<file path="config.mk">
export PLATFORM = sky130hd
export DESIGN_NAME = bcd_change_dispenser
export DESIGN_NICKNAME = d
export VERILOG_FILES = /design/src/rtl/bcd_change_dispenser_pkg.sv /design/src/rtl/bcd_change_dispenser_digit.sv /design/src/rtl/bcd_change_dispenser.sv
export SDC_FILE = /design/constraint.sdc
export NUM_CORES = 1
export LEC_CHECK = 0
export ABC_AREA = 1
export CAP_MARGIN = 0
export CORE_ASPECT_RATIO = 1.75
export CORE_UTILIZATION = 50
export DETAILED_ROUTE_END_ITERATION = 10
export GPL_ROUTABILITY_DRIVEN = 0
export GPL_TIMING_DRIVEN = 0
export PLACE_DENSITY = 0.77
export SETUP_SLACK_MARGIN = 0.3
export SYNTH_ARGS = -nofsm -noshare
export SYNTH_HDL_FRONTEND = slang
export SYNTH_SLANG_ARGS = --single-unit
</file>
<file path="constraint.sdc">
create_clock -name clk -period 2.9 [get_ports clk]
set_input_delay 0.58 -clock clk [delete_from_list [all_inputs] [get_ports clk]]
set_output_delay 0.58 -clock clk [all_outputs]
set_load 0.02 [all_outputs]
</file>
<file path="src/rtl/bcd_change_dispenser_pkg.sv">
`default_nettype none
// ============================================================================
// Module      : bcd_change_dispenser_pkg
// Description : Shared state encodings, BCD limits and coin codes for the
//               change payout block.
// Revision    : 1.0 - initial release
// ============================================================================
package bcd_change_dispenser_pkg;

    // Largest legal value of one BCD digit.
    localparam logic [3:0] BCD_MAX = 4'd9;

    // Coin denominations as presented on coin_sel.
    localparam logic COIN_TEN = 1'b1;
    localparam logic COIN_ONE = 1'b0;

    // Payout controller states, 3-bit encoding.
    typedef enum logic [2:0] {
        ST_IDLE     = 3'd0,
        ST_CHECK    = 3'd1,
        ST_REQ      = 3'd2,
        ST_WAIT_LOW = 3'd3,
        ST_DONE     = 3'd4,
        ST_FAULT    = 3'd5
    } state_t;

    // True when a nibble is a legal BCD digit.
    function automatic logic is_bcd(input logic [3:0] digit);
        return (digit <= BCD_MAX);
    endfunction

endpackage
`default_nettype wire

</file>
<file path="src/rtl/bcd_change_dispenser_digit.sv">
`default_nettype none
// ============================================================================
// Module      : bcd_down_digit
// Description : One BCD down-counting digit. Parallel load, decrement on
//               i_dec or an incoming borrow, wraps 0 -> 9 and flags a borrow
//               to the next digit when it does.
// Revision    : 1.0 - initial release
// ============================================================================
module bcd_down_digit
    import bcd_change_dispenser_pkg::*;
(
    input  logic       clk,
    input  logic       rst,
    input  logic       i_load,
    input  logic [3:0] i_load_val,
    input  logic       i_dec,
    input  logic       i_borrow_in,
    output logic       o_borrow_out,
    output logic [3:0] o_digit
);

    logic [3:0] r_digit;
    logic       w_step;

    assign w_step       = i_dec | i_borrow_in;
    assign o_borrow_out = w_step & (r_digit == 4'd0);
    assign o_digit      = r_digit;

    // Digit register: load has priority over stepping; 0 steps to 9.
    always_ff @(posedge clk) begin
        if (rst) begin
            r_digit <= 4'd0;
        end else if (i_load) begin
            r_digit <= i_load_val;
        end else if (w_step) begin
            r_digit <= (r_digit == 4'd0) ? BCD_MAX : (r_digit - 4'd1);
        end
    end

endmodule
`default_nettype wire

</file>
<file path="src/rtl/bcd_change_dispenser.sv">
`default_nettype none
// ============================================================================
// Module      : bcd_change_dispenser
// Description : Loads a two-digit BCD change amount and pays it out one coin
//               at a time over a four-phase coin_req/coin_ack handshake,
//               counting the owed amount down to 00.
// Revision    : 1.0 - initial release
// ============================================================================
module bcd_change_dispenser
    import bcd_change_dispenser_pkg::*;
#(
    parameter int ACK_TIMEOUT  = 255,
    parameter int TO_W         = 8,
    parameter bit TEN_COINS_EN = 1'b1
) (
    input  logic       clk,
    input  logic       rst,
    input  logic       load,
    input  logic [3:0] change_tens,
    input  logic [3:0] change_ones,
    input  logic       coin_ack,
    output logic       coin_req,
    output logic       coin_sel,
    output logic       busy,
    output logic       done,
    output logic       error,
    output logic [3:0] remain_tens,
    output logic [3:0] remain_ones
);

    // Counter value on the last REQ cycle that may still wait for an ack.
    localparam logic [TO_W-1:0] c_to_last = TO_W'(ACK_TIMEOUT - 1);

    state_t          r_state;
    state_t          w_state_nxt;
    logic            r_coin_req;
    logic            r_coin_sel;
    logic            r_busy;
    logic            r_done;
    logic            r_error;
    logic [TO_W-1:0] r_to_cnt;

    logic            w_coin_req_nxt;
    logic            w_coin_sel_nxt;
    logic            w_busy_nxt;
    logic            w_done_nxt;
    logic            w_error_nxt;

    logic [3:0]      w_tens;
    logic [3:0]      w_ones;
    logic            w_remain_zero;
    logic            w_load_take;
    logic            w_load_bcd;
    logic            w_pay;
    logic            w_sel_calc;
    logic            w_ones_borrow;
    logic            w_unused_tens_borrow;

    // A load is accepted when idle, or in fault once the ejector has let go.
    assign w_load_take   = load & ((r_state == ST_IDLE) |
                                   ((r_state == ST_FAULT) & ~coin_ack));
    assign w_load_bcd    = is_bcd(change_tens) & is_bcd(change_ones);
    assign w_remain_zero = (w_tens == 4'd0) & (w_ones == 4'd0);
    assign w_pay         = (r_state == ST_REQ) & coin_ack;
    assign w_sel_calc    = (TEN_COINS_EN && (w_tens != 4'd0)) ? COIN_TEN : COIN_ONE;

    // Ones digit pays 1-unit coins; a borrow out of it takes one ten.
    bcd_down_digit u_ones (
        .clk          (clk),
        .rst          (rst),
        .i_load       (w_load_take),
        .i_load_val   (w_load_bcd ? change_ones : 4'd0),
        .i_dec        (w_pay & (r_coin_sel == COIN_ONE) & ~w_remain_zero),
        .i_borrow_in  (1'b0),
        .o_borrow_out (w_ones_borrow),
        .o_digit      (w_ones)
    );

    // Tens digit pays 10-unit coins and absorbs borrows from the ones digit.
    bcd_down_digit u_tens (
        .clk          (clk),
        .rst          (rst),
        .i_load       (w_load_take),
        .i_load_val   (w_load_bcd ? change_tens : 4'd0),
        .i_dec        (w_pay & (r_coin_sel == COIN_TEN) & (w_tens != 4'd0)),
        .i_borrow_in  (w_ones_borrow),
        .o_borrow_out (w_unused_tens_borrow),
        .o_digit      (w_tens)
    );

    // Next state and next registered outputs.
    always_comb begin
        w_state_nxt = r_state;
        case (r_state)
            ST_IDLE, ST_FAULT: begin
                if (w_load_take) begin
                    w_state_nxt = w_load_bcd ? ST_CHECK : ST_FAULT;
                end
            end
            ST_CHECK: begin
                w_state_nxt = w_remain_zero ? ST_DONE : ST_REQ;
            end
            ST_REQ: begin
                if (coin_ack) begin
                    w_state_nxt = ST_WAIT_LOW;
                end else if (r_to_cnt == c_to_last) begin
                    w_state_nxt = ST_FAULT;
                end
            end
            ST_WAIT_LOW: begin
                if (!coin_ack) begin
                    w_state_nxt = w_remain_zero ? ST_DONE : ST_CHECK;
                end
            end
            ST_DONE: begin
                w_state_nxt = ST_IDLE;
            end
            default: begin
                w_state_nxt = ST_IDLE;
            end
        endcase

        w_coin_req_nxt = (w_state_nxt == ST_REQ);
        w_busy_nxt     = (w_state_nxt == ST_CHECK) | (w_state_nxt == ST_REQ) |
                         (w_state_nxt == ST_WAIT_LOW) | (w_state_nxt == ST_DONE);
        w_done_nxt     = (w_state_nxt == ST_DONE);
        w_error_nxt    = (w_state_nxt == ST_FAULT);
        // Coin type is chosen in CHECK and frozen for the whole request.
        w_coin_sel_nxt = COIN_ONE;
        if (w_state_nxt == ST_REQ) begin
            w_coin_sel_nxt = (r_state == ST_CHECK) ? w_sel_calc : r_coin_sel;
        end
    end

    // State and output registers.
    always_ff @(posedge clk) begin
        if (rst) begin
            r_state    <= ST_IDLE;
            r_coin_req <= 1'b0;
            r_coin_sel <= 1'b0;
            r_busy     <= 1'b0;
            r_done     <= 1'b0;
            r_error    <= 1'b0;
        end else begin
            r_state    <= w_state_nxt;
            r_coin_req <= w_coin_req_nxt;
            r_coin_sel <= w_coin_sel_nxt;
            r_busy     <= w_busy_nxt;
            r_done     <= w_done_nxt;
            r_error    <= w_error_nxt;
        end
    end

    // Ack timeout counter: counts unacknowledged REQ cycles, zero elsewhere.
    always_ff @(posedge clk) begin
        if (rst) begin
            r_to_cnt <= '0;
        end else if ((r_state == ST_REQ) && (w_state_nxt == ST_REQ)) begin
            r_to_cnt <= r_to_cnt + 1'b1;
        end else begin
            r_to_cnt <= '0;
        end
    end

    assign coin_req    = r_coin_req;
    assign coin_sel    = r_coin_sel;
    assign busy        = r_busy;
    assign done        = r_done;
    assign error       = r_error;
    assign remain_tens = w_tens;
    assign remain_ones = w_ones;

endmodule
`default_nettype wire

</file>
# After elaboration in Yosys (flattened, before gate mapping)
# Cells that the tools add are included.
dict set report word_totals {
  reg_bits 24
  output_inout_bits 13
  inputBits 12
}
dict set report op_classes {
  n_eq_ne 10
  reduce_logical 10
  mux 17
  add_sub_neg 3
  n_lt_le_gt_ge 2
  bitwise_logic 20
}
# operator n
set op_table {}
lappend op_table {{$mux 4} 8}
lappend op_table {{$mux 3} 7}
lappend op_table {{$eq 3x2->1 const B} 4}
lappend op_table {{$pmux 3 s4} 1}
lappend op_table {{$and 1x1->1} 10}
lappend op_table {{$eq 3x3->1 const B} 3}
lappend op_table {{$add 8x1->8 const B} 1}
lappend op_table {{$eq 8x8->1 const B} 1}
lappend op_table {{$le 4x4->1 const B} 2}
lappend op_table {{$logic_not 4->1} 2}
lappend op_table {{$sub 4x1->4 const B} 2}
lappend op_table {{$eq 3x1->1 const B} 2}
lappend op_table {{$reduce_or 2->1} 3}
lappend op_table {{$not 1->1} 5}
lappend op_table {{$or 1x1->1} 5}
lappend op_table {{$reduce_bool 2->1} 2}
lappend op_table {{$reduce_bool 4->1} 1}
lappend op_table {{$logic_not 3->1} 1}
lappend op_table {{$logic_and 1x1->1} 1}
lappend op_table {{$mux 1} 1}

# Depth between registers and ports, before layout
dict set report logic_depth {
  depth_word 10
  ltp_mapped 13
  depth_no_buf 13
}

# Cells and area by module
# A second synthesis with hierarchy kept.
dict set report hier_totals {
  hier_cells 223
  hier_area_um2 1442.6
}
# module instances seq_area_each_um2 cells_per_inst area_per_inst_um2
set by_module_without_submodules {}
lappend by_module_without_submodules {bcd_change_dispenser 1 320.3 143 929.6}
lappend by_module_without_submodules {bcd_down_digit 2 80.1 40 256.5}

# Least setup slack after synthesis
# OpenSTA, ideal clock, no wires.
dict set report synth_path {
  kind {input to register}
  start {input port change_ones[1]}
  end {register r_error, in the netlist error}
  cell_stages 7
  slack_ns 1.504
  arrival_ns 1.281
  n_path_buf 0
  setup_time_ns 0.115
  path_cell_list {nor2_1 nor2_1 nor2_1 nand3_1 nand2_1 nand2_1 and2_1}
}
dict set report synth_between {
  elab_chain_len 6
}
# element line_no
set synth_lines {}
lappend synth_lines {{from (decl)} bcd_change_dispenser.sv:20} ;# input logic [3:0] change_ones,
lappend synth_lines {{$le 4x4->1} bcd_change_dispenser_pkg.sv:29} ;# return (digit <= BCD_MAX);
lappend synth_lines {{$and 1x1->1} bcd_change_dispenser.sv:62} ;# assign w_load_bcd = is_bcd(change_tens) & is_bcd(change_ones);
lappend synth_lines {{$mux 3} bcd_change_dispenser.sv:97} ;# w_state_nxt = w_load_bcd ? ST_CHECK : ST_FAULT;
lappend synth_lines {{$mux 3} bcd_change_dispenser.sv:96} ;# if (w_load_take) begin
lappend synth_lines {{$pmux 3 s4} bcd_change_dispenser.sv:94} ;# case (r_state)
lappend synth_lines {{$eq 3x3->1} bcd_change_dispenser.sv:127} ;# w_error_nxt = (w_state_nxt == ST_FAULT);
lappend synth_lines {{to (signal assigned)} bcd_change_dispenser.sv:150} ;# r_error <= w_error_nxt;
lappend synth_lines {{to (decl)} bcd_change_dispenser.sv:40} ;# logic r_error;
# No other way between the ends.
# A chain may end at the register's enable or synchronous reset.

# Worst setup path after layout
dict set report layout_path {
  start {register u_tens.r_digit[0], in the netlist u_tens.o_digit[0]}
  end {output port remain_tens[0]}
}
# element line_no
set layout_rtl {}
lappend layout_rtl {{from (decl)} bcd_change_dispenser_digit.sv:22} ;# logic [3:0] r_digit;
lappend layout_rtl {{from (signal assigned)} bcd_change_dispenser_digit.sv:34} ;# r_digit <= i_load_val;
lappend layout_rtl {{from (signal assigned)} bcd_change_dispenser_digit.sv:36} ;# r_digit <= (r_digit == 4'd0) ? BCD_MAX : (r_digit - 4'd1);
lappend layout_rtl {{to (decl)} bcd_change_dispenser.sv:27} ;# output logic [3:0] remain_tens,
# No word-level cell between the ends.

==> metrics.md <==
| Metric | Value |
|---|---|
| Commonest cells post-synth | 39 x nand2_1, 31 x nor2_1, 24 x dfxtp_1, 24 x inv_1, 15 x o21ai_0 |
| Clk pin slew, worst setup/hold paths | 0.09 ns |
| Status | finished clean |
| Hold Crit Start | r_to_cnt[0] |
| Final Setup Violations | 0 |
| Ys Warns | 0 |
| LEAKAGE | 0.740 nW |
| HPWL Detailed | 2320 um |
| Core ar. | about 2500 um^2 |
| Post-synth ARST share | 0% |
| Post-synthesis sequential area ratio | roughly 36% |
| Average wire per standard cell | 11.9 um |
| Setup_tns | 0 ns |
| CTS tree | done |
| Mean number of vias per cell | 5.12 |
| Slew of the pin with the lowest slew margin | 0.320 ns |
| GRT Total Usage | 23.3% |
| Slew Viols, Final | 0 |
| Port Buffers | 24 |
| Worst EP required | around 2.3 ns |
| Skew final | about 0.0043 ns |
| Hold depth | 1 |
| Ant diodes | 0 |
| Synth-to-Final Area Change | 25.8% |
| Initial antenna violation count | 0 |
| End of the worst register-to-register path | r_to_cnt[6] |
| Post-Place Cells | 243 |
| Top delay family on crit path | buffers and inverters |
| Final hold vios | 0 |
| Min-delay worst type | flop to flop |
| Cell variety after synth | 26 |
| Highest Clock Rate | between 500 and 600 MHz |
| Drc violations | 0 |
| Number of buffers created by CTS | 3 |
| Detailed-route wire length | a little under 3000 um |
| Layout cell share with drive strength beyond 1 | 14.0% |
| Layout Nets | about 240 |
| Area contributors post-synth | dfxtp_1 36%, nand2_1 11%, nor2_1 8.7%, inv_1 6.8%, o21ai_0 5.6% |
| Initial Utilization | about 53% |
| Die area | 2880 um^2 |
| Startpoint types | flop |
| Hold buffer count at CTS | 0 |
| I/O pins | 25 |
| Ys flop type | dfxtp_1 |
| RSZ-0062 raised after global routing | no |
| Clock period minus worst slack | between 1.5 and 2 ns |
| Rows | 24 |
| Fill cells | roughly 230 |
| Crit-path max FO | 5 |
| Max_cap viols | 0 |
| Post-Syn Area per Cell | slightly below 7 um^2 |
| Worst R2R Path Depth | 9 |
| Mapped Nets | 207 |
| Area leader, netlist | dfxtp_1 |
| Most frequent cell after synthesis | nand2_1 |
| Post-synth EDFFs | 0 |
| First drt pass iteration count | 5 |
| Via count | about 1300 |
| CP arrival | 1.33 ns |
| Final non-filler cell total | 247 |
| R2R setup slack | 1.38 ns |
| Largest net degree at the start of global routing | 15 |
| GRT Residual Overflow | 0 |
| Final period utilization | between 60% and 70% |
| Post-Syn Area | 1330 um^2 |
| CTS Sinks | 24 |
| Reg-to-Reg Start | u_ones.o_digit[3] |
| Clk buf depth | 2 |
| Setup bufs post-CTS | 0 |
| Worst Hold Path EP | r_to_cnt[0] |
| VDD IR-drop max | 0.574 mV |
| Endpoint class of the critical path | primary output |
| Vias in the first global route | around 1200 |
| Critical path type | flop to primary output |
| WP buf/inv | 1 |
| # H-tree levels | 1 |
| Slew margin rel. | 78.7% |
| Die Y | 70.3 um |
| Worst path slowest cell | clkdlybuf4s50_1 |
| First-pass GRT wire length | 4860 um |
| Syn Inst Count | 193 |
| Register bit count reported by yosys | 24 |
| PwrDens | 1050 nW/um^2 |
| PostCTS Resize Cnt | 0 |
| Worst path cell trace | clkdlybuf4s50_1 |
| 1st-iter DRT viols | 28 |
| Root buffer cell | clkbuf_8 |
| DRT antenna net count | 0 |
| Width of the die | 41.0 um |
| Critical Path Max Stage Delay | 0.63 ns |
| Clock Latency Late Sink | between 0.2 and 0.3 ns |
| Post-synth top area share | 36.1% |
## cells in the final DEF, fill, tap and decap left out, types with 4 or more instances in the layout
cell type        count
nand3_1             12
nand2_2              8
inv_1               24
nand2_1             39
xor2_1               4
clkdlybuf4s50_1     24
a21oi_1              7
o21ai_0             15
clkbuf_8             4
dfxtp_1             24
nor2_2               5
nor2_1              31
## per-layer routing
layer  part of all wire (%)  wire [um]  GRT usage, %  up-vias
met5                      0          0             0        -
met4                    2.7         80          8.15        0
met3                    3.0         88          3.81        8
met2                     57       1670          42.0       29
met1                     37       1100          24.0      571
li1                       -          -             -      657
## worst max path at each step
stage	startpoint	endpoint	slack, ns	cells past startpoint
floorplan	change_ones[1]	error	1.50	7
global placement	change_ones[2]	u_tens.o_digit[2]	0.81	8
detailed placement	change_ones[2]	u_tens.o_digit[2]	0.79	8
CTS	u_tens.o_digit[0]	remain_tens[0]	0.99	1
global route	change_ones[1]	u_tens.o_digit[1]	0.89	8
finish	u_tens.o_digit[0]	remain_tens[0]	0.99	1
## logic make-up after synthesis
group	after synthesis	synth area share, %
flops	24	36.1
xor+xnor	6	3.94
compound gates	27	11.1
fa+ha+maj	2	1.88
simple gates	106	38.4
buf+inv	28	8.64
## area by class of cell
class / instances / area [um^2] / share of cell area (%)
multi-input combinational: 141 / 737 / 44.0
sequential: 24 / 480 / 28.7
timing repair buffer: 24 / 240 / 14.3
inverter: 27 / 101 / 6.04
clock buffer: 3 / 41.3 / 2.46
tap: 26 / 32.5 / 1.94
clock inverter: 1 / 30.0 / 1.79
buffer: 1 / 13.8 / 0.821
## flip-flops by register name, summed over array words and instances (netlist names)
name            count
busy                1
done                1
r_state             3
u_ones.o_digit      4
error               1
coin_sel            1
u_tens.o_digit      4
coin_req            1
r_to_cnt            8
## where the power goes
group | leakage (nW) | internal [mW] | total [mW] | switching (mW)
Combinational | 0.508 | 0.383 | 0.970 | 0.587
Sequential | 0.196 | 0.416 | 0.501 | 0.0843
Clock | 0.0357 | 0.185 | 0.297 | 0.113
Total | 0.740 | 0.984 | 1.77 | 0.784
## stage by stage
stage / worst slack [ns] / utilization, % / cell area (um^2) / hold WS, ns / total power, mW
finish: 0.994 / 66.5 / 1680 / 0.485 / 1.77
global route: 0.890 / 66.5 / 1680 / 0.517 / 1.91
CTS: 0.990 / 66.5 / 1680 / 0.490 / 1.77
detailed placement: 0.795 / 63.6 / 1610 / 0.469 / 1.47
global placement: 0.805 / 63.6 / 1610 / 0.453 / 1.44
floorplan: 1.50 / - / 1330 / 0.439 / 1.20
Power figures use the tool's default switching activity.
